## src/rtl/l1icache_line_if.sv

```systemverilog
// Fetch-side request/response handshake and Wishbone refill bus of the L1 instruction cache.
// Signal suffixes are named from the cache's point of view.
interface l1icache_line_if #(
    parameter int unsigned ADDR_LEN    = 32,
    parameter int unsigned WB_DATA_LEN = 32
);
    logic                   req_valid_i;
    logic                   req_ready_o;
    logic [ADDR_LEN-1:0]    req_addr_i;
    logic                   flush_i;
    logic                   resp_valid_o;
    logic                   resp_ready_i;
    logic [WB_DATA_LEN-1:0] resp_data_o;
    logic [ADDR_LEN-1:0]    resp_addr_o;
    logic                   wb_cyc_o;
    logic                   wb_stb_o;
    logic                   wb_we_o;
    logic                   wb_bry_o;
    logic [ADDR_LEN-1:0]    wb_adr_o;
    logic [9:0]             wb_bl_o;
    logic                   wb_ack_i;
    logic [WB_DATA_LEN-1:0] wb_dat_i;

    modport slave (
        input  req_valid_i, req_addr_i, flush_i, resp_ready_i, wb_ack_i, wb_dat_i,
        output req_ready_o, resp_valid_o, resp_data_o, resp_addr_o,
               wb_cyc_o, wb_stb_o, wb_we_o, wb_bry_o, wb_adr_o, wb_bl_o
    );

    modport master (
        output req_valid_i, req_addr_i, flush_i, resp_ready_i, wb_ack_i, wb_dat_i,
        input  req_ready_o, resp_valid_o, resp_data_o, resp_addr_o,
               wb_cyc_o, wb_stb_o, wb_we_o, wb_bry_o, wb_adr_o, wb_bl_o
    );
endinterface

```

## src/rtl/l1icache_line.sv

```systemverilog
// Direct-mapped blocking L1 instruction cache with multi-word lines, critical-word return,
// flush and hit/miss counters; refills over a Wishbone burst into external tag/data SRAMs.
module l1icache_line #(
    parameter  int unsigned ADDR_LEN    = 32,
    parameter  int unsigned WB_DATA_LEN = 32,
    parameter  int unsigned INDEX_BITS  = 6,
    parameter  int unsigned LINE_WORDS  = 4,
    localparam int unsigned OFF         = $clog2(LINE_WORDS),
    localparam int unsigned TAG_W       = ADDR_LEN - INDEX_BITS - OFF - 2,
    localparam int unsigned DAW         = INDEX_BITS + OFF
) (
    input  logic                   clk,
    input  logic                   rstn,
    l1icache_line_if.slave         bus,
    output logic                   tag_csb_o,
    output logic                   tag_web_o,
    output logic [INDEX_BITS-1:0]  tag_addr_o,
    output logic [TAG_W:0]         tag_din_o,
    input  logic [TAG_W:0]         tag_dout_i,
    output logic                   data_csb_o,
    output logic                   data_web_o,
    output logic [DAW-1:0]         data_addr_o,
    output logic [WB_DATA_LEN-1:0] data_din_o,
    input  logic [WB_DATA_LEN-1:0] data_dout_i,
    output logic [31:0]            hit_cnt_o,
    output logic [31:0]            miss_cnt_o
);
    localparam int unsigned BW = (OFF > 0) ? OFF : 1;
    localparam int unsigned WA = ADDR_LEN - 2;

    typedef enum logic [2:0] {INIT, IDLE, LOOKUP, REFILL, RESP} state_e;

    state_e                 state_q, state_d;
    logic [INDEX_BITS-1:0]  icnt_q, icnt_d;
    logic                   flush_pend_q, flush_pend_d;
    logic [WA-1:0]          addr_q, addr_d;
    logic [BW-1:0]          beat_q, beat_d;
    logic [WB_DATA_LEN-1:0] resp_data_q, resp_data_d;
    logic [ADDR_LEN-1:0]    resp_addr_q, resp_addr_d;
    logic                   resp_valid_q, resp_valid_d;
    logic                   wb_cyc_q, wb_cyc_d;
    logic [ADDR_LEN-1:0]    wb_adr_q, wb_adr_d;
    logic [31:0]            hit_cnt_q, hit_cnt_d;
    logic [31:0]            miss_cnt_q, miss_cnt_d;

    // Address fields of the latched (word) address and of the incoming request
    logic [TAG_W-1:0]      tag_q;
    logic [INDEX_BITS-1:0] idx_q, req_idx;
    logic [BW-1:0]         word_q, req_word;
    logic [ADDR_LEN-1:0]   line_adr_q;
    logic                  hit_c, req_ready_c;

    assign tag_q      = TAG_W'(addr_q >> (INDEX_BITS + OFF));
    assign idx_q      = INDEX_BITS'(addr_q >> OFF);
    assign word_q     = BW'(addr_q) & BW'(LINE_WORDS - 1);
    assign req_idx    = INDEX_BITS'(bus.req_addr_i >> (OFF + 2));
    assign req_word   = BW'(bus.req_addr_i >> 2) & BW'(LINE_WORDS - 1);
    assign line_adr_q = ADDR_LEN'(addr_q >> OFF) << (OFF + 2);
    assign hit_c      = tag_dout_i[TAG_W] && (tag_dout_i[TAG_W-1:0] == tag_q);
    assign req_ready_c = (state_q == IDLE) && !bus.flush_i && !flush_pend_q;

    assign bus.req_ready_o  = req_ready_c;
    assign bus.resp_valid_o = resp_valid_q;
    assign bus.resp_data_o  = resp_data_q;
    assign bus.resp_addr_o  = resp_addr_q;
    assign bus.wb_cyc_o     = wb_cyc_q;
    assign bus.wb_stb_o     = wb_cyc_q;
    assign bus.wb_bry_o     = wb_cyc_q;
    assign bus.wb_we_o      = 1'b0;
    assign bus.wb_adr_o     = wb_adr_q;
    assign bus.wb_bl_o      = wb_cyc_q ? 10'(LINE_WORDS) : 10'd0;
    assign hit_cnt_o        = hit_cnt_q;
    assign miss_cnt_o       = miss_cnt_q;

    // Next-state, SRAM strobes and registered-output inputs
    always_comb begin
        state_d      = state_q;
        icnt_d       = icnt_q;
        flush_pend_d = flush_pend_q;
        addr_d       = addr_q;
        beat_d       = beat_q;
        resp_data_d  = resp_data_q;
        resp_addr_d  = resp_addr_q;
        hit_cnt_d    = hit_cnt_q;
        miss_cnt_d   = miss_cnt_q;
        tag_csb_o    = 1'b1;
        tag_web_o    = 1'b1;
        tag_addr_o   = idx_q;
        tag_din_o    = '0;
        data_csb_o   = 1'b1;
        data_web_o   = 1'b1;
        data_addr_o  = (DAW'(idx_q) << OFF) | DAW'(beat_q);
        data_din_o   = bus.wb_dat_i;

        // INIT is already clearing every tag, so a flush there needs no record
        if (bus.flush_i && (state_q != IDLE) && (state_q != INIT)) flush_pend_d = 1'b1;

        case (state_q)
            INIT: begin
                tag_csb_o  = 1'b0;
                tag_web_o  = 1'b0;
                tag_addr_o = icnt_q;
                icnt_d     = icnt_q + INDEX_BITS'(1);
                if (&icnt_q) state_d = IDLE;
            end
            IDLE: begin
                if (bus.flush_i || flush_pend_q) begin
                    flush_pend_d = 1'b0;
                    icnt_d       = '0;
                    state_d      = INIT;
                end else if (bus.req_valid_i) begin
                    addr_d      = bus.req_addr_i[ADDR_LEN-1:2];
                    tag_csb_o   = 1'b0;
                    tag_addr_o  = req_idx;
                    data_csb_o  = 1'b0;
                    data_addr_o = (DAW'(req_idx) << OFF) | DAW'(req_word);
                    state_d     = LOOKUP;
                end
            end
            LOOKUP: begin
                if (hit_c) begin
                    resp_data_d = data_dout_i;
                    resp_addr_d = {addr_q, 2'b00};
                    hit_cnt_d   = hit_cnt_q + 32'd1;
                    state_d     = RESP;
                end else begin
                    miss_cnt_d = miss_cnt_q + 32'd1;
                    beat_d     = '0;
                    state_d    = REFILL;
                end
            end
            REFILL: begin
                if (bus.wb_ack_i) begin
                    data_csb_o = 1'b0;
                    data_web_o = 1'b0;
                    beat_d     = beat_q + BW'(1);
                    if (beat_q == word_q) begin
                        resp_data_d = bus.wb_dat_i;
                        resp_addr_d = {addr_q, 2'b00};
                    end
                    // Tag goes valid only with the final beat, so a cut-short line stays invalid
                    if (beat_q == BW'(LINE_WORDS - 1)) begin
                        tag_csb_o = 1'b0;
                        tag_web_o = 1'b0;
                        tag_din_o = {1'b1, tag_q};
                        state_d   = RESP;
                    end
                end
            end
            RESP: begin
                if (bus.resp_ready_i) begin
                    if (flush_pend_d) begin
                        flush_pend_d = 1'b0;
                        icnt_d       = '0;
                        state_d      = INIT;
                    end else begin
                        state_d = IDLE;
                    end
                end
            end
            default: state_d = INIT;
        endcase

        resp_valid_d = (state_d == RESP);
        wb_cyc_d     = (state_d == REFILL);
        wb_adr_d     = (state_d == REFILL) ? line_adr_q : '0;

        if (!rstn) begin
            tag_csb_o  = 1'b1;
            tag_web_o  = 1'b1;
            data_csb_o = 1'b1;
            data_web_o = 1'b1;
        end
    end

    always_ff @(posedge clk) begin
        if (!rstn) begin
            state_q      <= INIT;
            icnt_q       <= '0;
            flush_pend_q <= 1'b0;
            addr_q       <= '0;
            beat_q       <= '0;
            resp_data_q  <= '0;
            resp_addr_q  <= '0;
            resp_valid_q <= 1'b0;
            wb_cyc_q     <= 1'b0;
            wb_adr_q     <= '0;
            hit_cnt_q    <= '0;
            miss_cnt_q   <= '0;
        end else begin
            state_q      <= state_d;
            icnt_q       <= icnt_d;
            flush_pend_q <= flush_pend_d;
            addr_q       <= addr_d;
            beat_q       <= beat_d;
            resp_data_q  <= resp_data_d;
            resp_addr_q  <= resp_addr_d;
            resp_valid_q <= resp_valid_d;
            wb_cyc_q     <= wb_cyc_d;
            wb_adr_q     <= wb_adr_d;
            hit_cnt_q    <= hit_cnt_d;
            miss_cnt_q   <= miss_cnt_d;
        end
    end
endmodule

```

## src/flat_wrapper.sv

```systemverilog
// flat-port wrapper written by rule: the top's interface ports become plain ports
module l1icache_line_flat 
#(
    parameter  int unsigned ADDR_LEN    = 32,
    parameter  int unsigned WB_DATA_LEN = 32,
    parameter  int unsigned INDEX_BITS  = 6,
    parameter  int unsigned LINE_WORDS  = 4,
    localparam int unsigned OFF         = $clog2(LINE_WORDS),
    localparam int unsigned TAG_W       = ADDR_LEN - INDEX_BITS - OFF - 2,
    localparam int unsigned DAW         = INDEX_BITS + OFF
)
  (clk, rstn, tag_csb_o, tag_web_o, tag_addr_o, tag_din_o, tag_dout_i, data_csb_o, data_web_o, data_addr_o, data_din_o, data_dout_i, hit_cnt_o, miss_cnt_o, bus_req_valid_i, bus_req_addr_i, bus_flush_i, bus_resp_ready_i, bus_wb_ack_i, bus_wb_dat_i, bus_req_ready_o, bus_resp_valid_o, bus_resp_data_o, bus_resp_addr_o, bus_wb_cyc_o, bus_wb_stb_o, bus_wb_we_o, bus_wb_bry_o, bus_wb_adr_o, bus_wb_bl_o);
  l1icache_line_if #(.ADDR_LEN(ADDR_LEN), .WB_DATA_LEN(WB_DATA_LEN)) bus_i ();
  input  logic clk;
  input  logic rstn;
  output logic tag_csb_o;
  output logic tag_web_o;
  output logic [INDEX_BITS-1:0] tag_addr_o;
  output logic [TAG_W:0] tag_din_o;
  input  logic [TAG_W:0] tag_dout_i;
  output logic data_csb_o;
  output logic data_web_o;
  output logic [DAW-1:0] data_addr_o;
  output logic [WB_DATA_LEN-1:0] data_din_o;
  input  logic [WB_DATA_LEN-1:0] data_dout_i;
  output logic [31:0] hit_cnt_o;
  output logic [31:0] miss_cnt_o;
  input wire logic [$bits(bus_i.req_valid_i)-1:0] bus_req_valid_i;
  input wire logic [$bits(bus_i.req_addr_i)-1:0] bus_req_addr_i;
  input wire logic [$bits(bus_i.flush_i)-1:0] bus_flush_i;
  input wire logic [$bits(bus_i.resp_ready_i)-1:0] bus_resp_ready_i;
  input wire logic [$bits(bus_i.wb_ack_i)-1:0] bus_wb_ack_i;
  input wire logic [$bits(bus_i.wb_dat_i)-1:0] bus_wb_dat_i;
  output wire logic [$bits(bus_i.req_ready_o)-1:0] bus_req_ready_o;
  output wire logic [$bits(bus_i.resp_valid_o)-1:0] bus_resp_valid_o;
  output wire logic [$bits(bus_i.resp_data_o)-1:0] bus_resp_data_o;
  output wire logic [$bits(bus_i.resp_addr_o)-1:0] bus_resp_addr_o;
  output wire logic [$bits(bus_i.wb_cyc_o)-1:0] bus_wb_cyc_o;
  output wire logic [$bits(bus_i.wb_stb_o)-1:0] bus_wb_stb_o;
  output wire logic [$bits(bus_i.wb_we_o)-1:0] bus_wb_we_o;
  output wire logic [$bits(bus_i.wb_bry_o)-1:0] bus_wb_bry_o;
  output wire logic [$bits(bus_i.wb_adr_o)-1:0] bus_wb_adr_o;
  output wire logic [$bits(bus_i.wb_bl_o)-1:0] bus_wb_bl_o;
  assign bus_i.req_valid_i = bus_req_valid_i;
  assign bus_i.req_addr_i = bus_req_addr_i;
  assign bus_i.flush_i = bus_flush_i;
  assign bus_i.resp_ready_i = bus_resp_ready_i;
  assign bus_i.wb_ack_i = bus_wb_ack_i;
  assign bus_i.wb_dat_i = bus_wb_dat_i;
  assign bus_req_ready_o = bus_i.req_ready_o;
  assign bus_resp_valid_o = bus_i.resp_valid_o;
  assign bus_resp_data_o = bus_i.resp_data_o;
  assign bus_resp_addr_o = bus_i.resp_addr_o;
  assign bus_wb_cyc_o = bus_i.wb_cyc_o;
  assign bus_wb_stb_o = bus_i.wb_stb_o;
  assign bus_wb_we_o = bus_i.wb_we_o;
  assign bus_wb_bry_o = bus_i.wb_bry_o;
  assign bus_wb_adr_o = bus_i.wb_adr_o;
  assign bus_wb_bl_o = bus_i.wb_bl_o;
  l1icache_line #(.ADDR_LEN(ADDR_LEN), .WB_DATA_LEN(WB_DATA_LEN), .INDEX_BITS(INDEX_BITS), .LINE_WORDS(LINE_WORDS)) u_core (.clk(clk), .rstn(rstn), .bus(bus_i), .tag_csb_o(tag_csb_o), .tag_web_o(tag_web_o), .tag_addr_o(tag_addr_o), .tag_din_o(tag_din_o), .tag_dout_i(tag_dout_i), .data_csb_o(data_csb_o), .data_web_o(data_web_o), .data_addr_o(data_addr_o), .data_din_o(data_din_o), .data_dout_i(data_dout_i), .hit_cnt_o(hit_cnt_o), .miss_cnt_o(miss_cnt_o));
endmodule
```

## config.mk

```make
export PLATFORM = sky130hd
export DESIGN_NAME = l1icache_line_flat
export DESIGN_NICKNAME = d
export VERILOG_FILES = /design/src/rtl/l1icache_line_if.sv /design/src/rtl/l1icache_line.sv /design/src/flat_wrapper.sv
export SDC_FILE = /design/constraint.sdc
export NUM_CORES = 1
export LEC_CHECK = 0
export BUFFER_PORTS_ARGS = -buffer_cell sky130_fd_sc_hd__buf_2
export CAP_MARGIN = 20
export CORE_MARGIN = 2
export CORE_UTILIZATION = 42
export CTS_CLUSTER_DIAMETER = 200
export DETAILED_ROUTE_END_ITERATION = 8
export GPL_TIMING_DRIVEN = 0
export HOLD_SLACK_MARGIN = 0.1
export PLACE_DENSITY = 0.73
export SLEW_MARGIN = 20
export SYNTH_ARGS = -nofsm -noshare
export SYNTH_HDL_FRONTEND = slang
export SYNTH_SLANG_ARGS = --single-unit
export TNS_END_PERCENT = 5
```

## constraint.sdc

```tcl
create_clock -name clk -period 5.71 [get_ports clk]
set_input_delay 1.142 -clock clk [delete_from_list [all_inputs] [get_ports clk]]
set_output_delay 1.142 -clock clk [all_outputs]
set_load 0.005 [all_outputs]
```

==> results.sh <==
export IMPL_grt_pass1_vias=8743
export IMPL_crit_arrival_ns=3.08
export IMPL_timing_final_crit_share=0.740
export IMPL_grt_usage=0.268
export IMPL_leakage_uw=0.00511
export IMPL_grt_ovfl_total=0
export IMPL_die_area_um2=22900
export IMPL_rsz0062_at_grt="no"
export IMPL_die_y_um=151
export IMPL_drt_iter0_markers=512
export IMPL_drc=0
export IMPL_ys_types=49
export IMPL_antenna_found_initial=5
export IMPL_port_buffer_count=354
export IMPL_grt_pass1_wl_um=47300
export IMPL_synth_warning_count=0
export IMPL_netlist_area_leader_share=0.435
export IMPL_crit_required_ns=4.57
export IMPL_synthDominantAreaCellType="dfxtp_1"
export IMPL_slew_limit_headroom=0.431
export IMPL_worstMarginPinSlew_ns=0.847
export IMPL_synth_area_um2=9110
export IMPL_ctsHoldBuffers=0
export IMPL_cp_max_fo=10
export IMPL_fin_area_um2=11900
export IMPL_fmax_mhz=237
export IMPL_maxCapViolations=0
export IMPL_die_w_um=151
export IMPL_dp_hpwl_um=24500
export IMPL_power_density_nw_per_um2=233
export IMPL_postCtsResizedCells=0
export IMPL_io_pins=374
export IMPL_ys_seq_area_frac=0.435
export IMPL_viasPerCell=5.33
export IMPL_clock_skew_ns=0.0119
export IMPL_dr_pass1_iters=5
export IMPL_finalWirelength_um=31800
export IMPL_drive_above_1_share=0.315
export IMPL_ant_nets=0
export IMPL_min_delay_path_class="register to register"
export IMPL_grt_max_degree=20
export IMPL_cts_sinks=198
export IMPL_postLayoutCoreUtil=0.562
export IMPL_clk_pin_slew_ns=0.08
export IMPL_vias=9473
export IMPL_rows=53
export IMPL_fin_crit_ns=4.23
export IMPL_root_buffer="clkbuf_16"
export IMPL_clockBufferDepth=2
export IMPL_nFillCells=1967
export IMPL_peakVddDrop_mv=0.193
export IMPL_drv_slew=0
export IMPL_synthArstFlopShare=0
export IMPL_outcome="completed"
export IMPL_pre_cts_slack_ns=1.49
export IMPL_cts_htree_levels=4
export IMPL_finalHoldViolCount=0
export IMPL_core_area_um2=21200
export IMPL_setup_viol=0
export IMPL_wl_per_cell_um=17.9
export IMPL_cts_setup_buffers=0
export IMPL_start_util=0.431
export IMPL_worstSetupStartpointType="input pin"
export IMPL_cts_buffers=17
export IMPL_area_growth_pct=30.4
export IMPL_ys_flop_type="dfxtp_1"
export IMPL_synth_seq_cells=198
export IMPL_yosys_top_cells_area="dfxtp_1 43%, nand2_1 6.7%, a21oi_1 4.9%"
export IMPL_setup_ws_ns=1.48
export IMPL_crit_type="input pin to output port"
export IMPL_nets=1613
export IMPL_insertion_delay_ns=0.44
export IMPL_syn_inst=1096
export IMPL_cts_tree="built"
export IMPL_placed_area_um2=11300
export IMPL_finalSetupTns_ns=0
export IMPL_cp_end_kind="output port"
export IMPL_synth_edff_count=0
export IMPL_final_common_cell="buf_2"
export IMPL_gp_congestion=0.883
export IMPL_layout_common_cells="366 x buf_2, 198 x dfxtp_1, 162 x nand2_1"
export IMPL_syn_avg_cell_area_um2=8.32
-- synthesized netlist by cell type (2+ instances only) --
cell / instances
and4_1: 2
nand2_1: 162
dfxtp_1: 198
or4_1: 16
or4_4: 4
o21ai_0: 67
buf_6: 2
nand3_1: 69
a311oi_1: 2
or2_2: 2
and3_1: 8
a21o_1: 3
nand4_1: 19
xor2_1: 15
nand4_2: 2
nor4_4: 3
nor3_1: 12
a211oi_1: 33
nor2_1: 61
nor4_1: 4
a21oi_1: 90
nand2b_1: 6
o21bai_1: 2
buf_2: 12
and2_1: 53
or3_1: 32
ha_1: 4
inv_2: 2
o2111ai_1: 3
o211ai_1: 2
mux2i_1: 35
a31oi_1: 3
buf_4: 53
inv_1: 16
o21ai_4: 2
xnor2_1: 24
o31ai_1: 18
clkbuf_1: 41
buf_1: 4
-- state kept, by name, summed over array words and instances, names as in the netlist --
name and flops:
u_core.bus.resp_valid_o 1, u_core.bus.resp_addr_o 30, u_core.addr_q 30, u_core.hit_cnt_o 32, u_core.state_q 3, u_core.flush_pend_q 1, u_core.bus.wb_adr_o 28, u_core.bus.wb_bry_o 1
u_core.miss_cnt_o 32, u_core.icnt_q 6, u_core.beat_q 2, u_core.bus.resp_data_o 32
-- where the power goes --
part | leakage [uW] | internal, uW | switching (uW) | total, uW
logic | 0.00325 | 76.7 | 84.5 | 161
clock network | 0.000270 | 622 | 606 | 1230
registers | 0.00159 | 1380 | 2.15 | 1380
total | 0.00511 | 2080 | 692 | 2770
-- stage by stage --
stage	instances	power (uW)	hold WS (ns)
after global placement	1740	1570	0.443
final	1776	2770	0.457
after floorplan	1111	1490	0.452
after detailed placement	1740	1580	0.449
after CTS	1772	2780	0.459
after global routing	1776	2850	0.470
-- cell families (layout without fill, tap and decap cells) --
group / count (synthesis) / after routing / share of synthesized area
and+or+nand+nor: 459 / 459 / 0.255
xor gates and xnor gates: 39 / 39 / 0.0375
adders and majority gates: 4 / 4 / 0.00549
buffers and inverters: 131 / 517 / 0.0792
DFF: 198 / 198 / 0.435
muxes: 35 / 35 / 0.0384
AOI/OAI and AO/OA: 229 / 229 / 0.149
other: 1 / 20 / 0.000411
-- layout make-up --
type,instances,area [um^2],area share
multi-input combinational,782,4480,0.377
sequential,198,3960,0.333
timing repair buffer,354,1770,0.149
buffer,113,654,0.0551
clock buffer,17,425,0.0358
tap,275,344,0.0289
clock inverter,15,165,0.0139
inverter,18,67.6,0.00568
antenna,4,10.0,0.000842
-- layer usage --
layer | part of all wire | GRT usage | vias to the layer above
li1 | - | - | 4542
met1 | 0.41 | 0.326 | 4488
met2 | 0.50 | 0.467 | 389
met3 | 0.069 | 0.0617 | 52
met4 | 0.023 | 0.0860 | 2
met5 | 0.00041 | 0 | -
-- worst max-delay path, stage by stage --
cell and delay [ns]:
clkbuf_1 0.35, clkbuf_1 0.58, buf_1 0.60, o2111ai_1 0.20, buf_2 0.19
-- path summary, 6_finish.rpt --
check	startpoint	to	slack (ns)	cells past startpoint
max	rstn	tag_csb_o	1.48	5
min	u_core.bus.resp_addr_o[16]	u_core.bus.resp_addr_o[16]	0.46	2
max reg2reg	u_core.addr_q[14]	u_core.miss_cnt_o[26]	2.77	7
min reg2reg	u_core.bus.resp_addr_o[16]	u_core.bus.resp_addr_o[16]	0.46	2
No activity file was read; power rests on OpenSTA's default activity.
